**config.mk**
```make
export PLATFORM = sky130hd
export DESIGN_NAME = imem_fetch_ctrl
export DESIGN_NICKNAME = d
export VERILOG_FILES = /design/src/rtl/fetch_pkg.sv /design/src/rtl/fetch_timeout_ctr.sv /design/src/rtl/imem_fetch_ctrl.sv
export SDC_FILE = /design/constraint.sdc
export NUM_CORES = 1
export LEC_CHECK = 0
export CORE_ASPECT_RATIO = 1.75
export CORE_MARGIN = 1.5
export CORE_UTILIZATION = 47
export DETAILED_ROUTE_END_ITERATION = 16
export GPL_ROUTABILITY_DRIVEN = 0
export PLACE_DENSITY = 0.87
export SETUP_SLACK_MARGIN = 0.15
export SYNTH_ARGS = -nofsm -noshare
export SYNTH_HDL_FRONTEND = slang
export SYNTH_SLANG_ARGS = --single-unit
```
**constraint.sdc**
```tcl
create_clock -name clk -period 3.4 [get_ports clk]
set_clock_uncertainty 0.05 [all_clocks]
set_input_delay 0.51 -clock clk [delete_from_list [all_inputs] [get_ports clk]]
set_output_delay 0.51 -clock clk [all_outputs]
set_load 0.02 [all_outputs]
```
**src/rtl/fetch_pkg.sv**
```systemverilog
// Shared types for the instruction-fetch controller.
// Fetch FSM states and the NOP injected on a fetch timeout.
package fetch_pkg;

    typedef enum logic [1:0] {
        IDLE = 2'd0,
        WAIT = 2'd1,
        HOLD = 2'd2,
        DROP = 2'd3
    } fetch_state_e;

    localparam logic [31:0] NOP_INSTR = 32'h0000_0013;

endpackage

```
**src/rtl/fetch_timeout_ctr.sv**
```systemverilog
// Watchdog counter for the fetch controller's WAIT/DROP states.
// Only instantiated when FETCH_TIMEOUT_EN is defined.
module fetch_timeout_ctr #(
    parameter int unsigned TIMEOUT_CYCLES = 255
) (
    input  logic clk_i,
    input  logic rst_ni,
    input  logic en_i,
    input  logic clr_i,
    output logic expired_o
);

    localparam int unsigned CW = $clog2(TIMEOUT_CYCLES + 1);
    localparam logic [CW-1:0] LAST = CW'(TIMEOUT_CYCLES - 1);

    logic [CW-1:0] cnt_q;
    logic [CW-1:0] cnt_d;

    // cnt_q counts waiting cycles already spent; fires on the last one
    assign expired_o = en_i && !clr_i && (cnt_q == LAST);

    always_comb begin
        cnt_d = cnt_q + 1'b1;
        if (!en_i || clr_i || expired_o) begin
            cnt_d = '0;
        end
    end

    always_ff @(posedge clk_i or negedge rst_ni) begin
        if (!rst_ni) begin
            cnt_q <= '0;
        end else begin
            cnt_q <= cnt_d;
        end
    end

endmodule

```
**src/rtl/imem_fetch_ctrl.sv**
```systemverilog
// Fetch-stage controller: one outstanding imem request, IF/ID output register.
// Optional watchdog enabled by defining FETCH_TIMEOUT_EN.
module imem_fetch_ctrl
    import fetch_pkg::*;
#(
    parameter int unsigned ADDR_W         = 32,
    parameter int unsigned DATA_W         = 32,
    parameter int unsigned TIMEOUT_CYCLES = 255
) (
    input  logic              clk,
    input  logic              rst,
    input  logic [ADDR_W-1:0] PCF,
    input  logic              PCSrcE,
    input  logic              StallD,
    output logic              StallF,
    output logic              imem_req,
    output logic [ADDR_W-1:0] imem_addr,
    input  logic              imem_gnt,
    input  logic              imem_rvalid,
    input  logic [DATA_W-1:0] imem_rdata,
    output logic [DATA_W-1:0] InstrD,
    output logic [ADDR_W-1:0] PCD,
    output logic              InstrValidD,
    output logic              fetch_err
);

    fetch_state_e      state_q;
    fetch_state_e      state_d;
    logic [ADDR_W-1:0] lpc_q;
    logic [DATA_W-1:0] instr_q;
    logic [ADDR_W-1:0] pcd_q;
    logic              valid_q;
    logic              valid_d;
    logic              req;
    logic              capture;
    logic              tmo;
    logic              resp;
    logic              in_wait_drop;

    assign in_wait_drop = (state_q == WAIT) || (state_q == DROP);
    assign resp         = imem_rvalid || tmo;
    assign imem_req     = req && rst;
    assign imem_addr    = PCF;

    always_comb begin
        state_d = state_q;
        req     = 1'b0;
        capture = 1'b0;
        StallF  = !PCSrcE;
        unique case (state_q)
            IDLE: begin
                req = !PCSrcE;
                if (req && imem_gnt) state_d = WAIT;
            end
            WAIT: begin
                if (resp) begin
                    state_d = IDLE;
                    if (!PCSrcE) begin
                        capture = 1'b1;
                        StallF  = StallD;
                        if (StallD) state_d = HOLD;
                    end
                end else if (PCSrcE) begin
                    state_d = DROP;
                end
            end
            HOLD: begin
                if (PCSrcE || !StallD) begin
                    state_d = IDLE;
                    StallF  = 1'b0;
                end
            end
            DROP: begin
                if (resp) state_d = IDLE;
            end
            default: state_d = IDLE;
        endcase
    end

    // Output valid is a one-cycle pulse unless decode is stalled
    always_comb begin
        valid_d = valid_q;
        if (capture) begin
            valid_d = 1'b1;
        end else if (PCSrcE || !StallD) begin
            valid_d = 1'b0;
        end
    end

    always_ff @(posedge clk or negedge rst) begin
        if (!rst) begin
            state_q <= IDLE;
            lpc_q   <= '0;
            instr_q <= DATA_W'(NOP_INSTR);
            pcd_q   <= '0;
            valid_q <= 1'b0;
        end else begin
            state_q <= state_d;
            valid_q <= valid_d;
            if (state_q == IDLE && req && imem_gnt) begin
                lpc_q <= PCF;
            end
            if (capture) begin
                instr_q <= imem_rvalid ? imem_rdata
                                       : DATA_W'(NOP_INSTR);
                pcd_q   <= lpc_q;
            end
        end
    end

    assign InstrD      = instr_q;
    assign PCD         = pcd_q;
    assign InstrValidD = valid_q;

`ifdef FETCH_TIMEOUT_EN
    logic err_q;

    fetch_timeout_ctr #(
        .TIMEOUT_CYCLES(TIMEOUT_CYCLES)
    ) u_tmo (
        .clk_i    (clk),
        .rst_ni   (rst),
        .en_i     (in_wait_drop),
        .clr_i    (imem_rvalid),
        .expired_o(tmo)
    );

    always_ff @(posedge clk or negedge rst) begin
        if (!rst) begin
            err_q <= 1'b0;
        end else if (tmo) begin
            err_q <= 1'b1;
        end
    end

    assign fetch_err = err_q;
`else
    logic unused_wd;
    assign unused_wd = in_wait_drop;
    assign tmo       = 1'b0;
    assign fetch_err = (TIMEOUT_CYCLES == 0) ? 1'b0 : 1'b0;
`endif

endmodule

```
==> reports/results.ini <==
[placed_design]
dp_cells = 516
portBuffers = 168
hpwl_um = 6610
pre_cts_ws_ps = 785

[sta]
worst_pin_slew_ps = 848
fin_crit_sh = 0.760
slew_headroom = 0.432
clock.fmax_mhz = 387
min_period_ps = 2580
rsz0062_at_grt = no
finalSetupViolations = 0
tns_ps = 0
setup_slack_ps = 816
hold_violations = 0
maxSlewViolCount = 0

[global_routing]
grt_pass1_wl_um = 13600
grt_max_degree = 57
grt.overflow.total = 0
grt_pass1_vias = 2744
grtUsageTotal = 0.188
antenna_found_initial = 0

[clocking]
cts-resized-gates = 0
clockBufferDepth = 2
root_buffer = clkbuf_16
postCtsHoldBufs = 0
htree_num_levels = 3
post_cts_buffers = 0
cts_tree = built
clk_latency_ps = 330
clkTransAtPathRegs_ps = 60
numCtsBuffers = 9
cts.sinks = 99

[yosys]
syn-num-nets = 341
synthArstFlopShare = 1.00
synth_edf_count = 0
synth_cell_types = 19
ys_ff_latch = 99
syn_area_um2 = 4290
yosysTopAreaCellShare = 0.560
synth_area_leaders = dfrtp_1 (56%), mux2_4 (17%), mux2_2 (13%)
seq_area_frac_synth = 0.578
netlist_instances = 267
yosys_warnings = 0
synth_area_leader_cell = dfrtp_1
synth_flop_cell = dfrtp_1
avgSynthCellArea_um2 = 16.1

[flow_run]
maxCapViolCount = 0

[floorplan]
ios = 170
core_um2 = 8980
placementRows = 46
die_x_um = 75.2
die_h_um = 129
dieArea_um2 = 9730
start_util = 0.478

[drt]
routedWlPerCell_um = 16.9
dr_wl_met2_um = 5270
viasPerCell = 4.80
wl_met3_um = 377
wl_met1_um = 3100
ant_nets = 0
via_count = 2552
first_iter_violations = 110
first_pass_iters = 3
highest_layer = met4
drc = 0
wl_um = 8990

[critical_path]
cp-end-kind = output port
cpLargestDelayFamily = buffers and inverters
critPathMostFrequentCell = clkdlybuf4s50_1
slowest_stage = clkdlybuf4s50_1
critPathMaxStageDelay_ps = 620
worstSetupPathType = input port to output port
path_buf_inv = 2
crit_path_max_fanout = 3
path_cells = clkdlybuf4s50_1 -> nand2_1 -> nand2b_1 -> o21ai_0 -> a21oi_1 -> clkdlybuf4s50_1
worstPathArrival_ps = 2020
start_kind = input port
worstPathRequired_ps = 2840

[run_status]
outcome = finished, final reports clean

[power_and_ir_drop]
p_total_uw = 5670
irDropWorstVdd_mv = 0.505
powerDensity_nw_per_um2 = 930
power_leakage_uw = 0.00276

[cells_and_area]
stdcell_count = 532
drive_above_1_share = 0.296
area_growth_pct = 42.2
diodes = 0
nets = 481

[worst_hold_path]
worst_hold_path_type = input port to asynchronous set/reset pin

-- final cells by class --
cell class                      count  area [um2]
Sequential cell                    99        2480
Clock buffer                       12         246
Clock inverter                      4        51.3
Fill cell                         663        2880
Multi-Input combinational cell    120        1440
Inverter                            5        18.8
Tap cell                          120         150
Timing Repair Buffer              172        1710
-- flip-flops by register name (all words and copies together) (netlist names) --
signal,cells
state_q,2
PCD,32
InstrValidD,1
InstrD,32
lpc_q,32
-- power breakdown --
group	total (uW)	switching [uW]	internal [uW]
clock	995	404	591
sequential	2110	320	1790
combinational	2570	1080	1500
-- worst reg2reg max path: stages, from the launching register on --
cell and delay, ps:
dfrtp_1 390, inv_1 70, ha_1 220, nor2b_2 180, nand2_4 430, buf_4 450
mux2_4 350
-- per-layer routing --
| metal | up-vias | track usage |
|---|---|---|
| li1 | 1163 | - |
| met1 | 1284 | 0.196 |
| met2 | 88 | 0.356 |
| met3 | 17 | 0.0311 |
| met4 | 0 | 0.0819 |
| met5 | - | 0 |
-- worst paths after layout --
| kind | from | endpoint | slack [ps] | depth (start not counted) |
|---|---|---|---|---|
| hold / removal | rst | lpc_q[9]$_DFFE_PN0P_ | 250 | 2 |
| max in group asynchronous | rst | PCD[29]$_DFFE_PN0P_ | 1960 | 3 |
| hold reg to reg | lpc_q[20]$_DFFE_PN0P_ | PCD[20]$_DFFE_PN0P_ | 450 | 1 |
| min in group clk | lpc_q[20]$_DFFE_PN0P_ | PCD[20]$_DFFE_PN0P_ | 450 | 1 |
| setup / recovery | StallD | StallF | 820 | 6 |
| setup reg to reg | state_q[1]$_DFFE_PN0P_ | InstrD[19]$_DFFE_PN0P_ | 1130 | 6 |
-- placed cells by master, fill, tap and decap left out --
master | netlist | final
a21oi_1 | 3 | 3
buf_4 | 33 | 5
bufinv_16 | 0 | 1
clkbuf_1 | 0 | 2
clkbuf_16 | 0 | 9
clkbuf_8 | 0 | 1
clkdlybuf4s50_1 | 0 | 167
clkinv_2 | 0 | 1
clkinv_4 | 0 | 1
clkinvlp_4 | 0 | 1
conb_1 | 1 | 1
dfrtp_1 | 96 | 96
dfstp_2 | 3 | 3
ha_1 | 4 | 4
inv_1 | 5 | 5
mux2_2 | 48 | 48
mux2_4 | 49 | 49
mux2i_1 | 1 | 1
nand2_1 | 3 | 2
nand2_4 | 0 | 1
nand2b_1 | 3 | 3
nand3b_2 | 1 | 1
nor2_1 | 1 | 1
nor2b_2 | 1 | 1
o211ai_1 | 1 | 1
o21ai_0 | 4 | 4
-- through the flow --
step                      utilization  cell area [um2]  hold WS, ps
after detailed placement        0.646             5800          440
final                           0.679             6100          249
after global routing            0.679             6100          292
after floorplan                     -             4290          164
after global placement          0.646             5800          434
after CTS                       0.679             6100          262
-- cell usage after synthesis (3+ instances only) --
master / n
a21oi_1: 3
buf_4: 33
buf_6: 9
dfrtp_1: 96
dfstp_2: 3
ha_1: 4
inv_1: 5
mux2_2: 48
mux2_4: 49
nand2_1: 3
nand2b_1: 3
o21ai_0: 4
-- cells by family after synthesis --
| logic type | synth area share |
|---|---|
| DFF | 0.578 |
| muxes | 0.300 |
| buffers and inverters | 0.0869 |
| and+or+nand+nor | 0.0125 |
| AOI/OAI and AO/OA | 0.00992 |
| adders and majority gates | 0.0117 |
| other | 0.000874 |
Power figures use the tool's default switching activity.
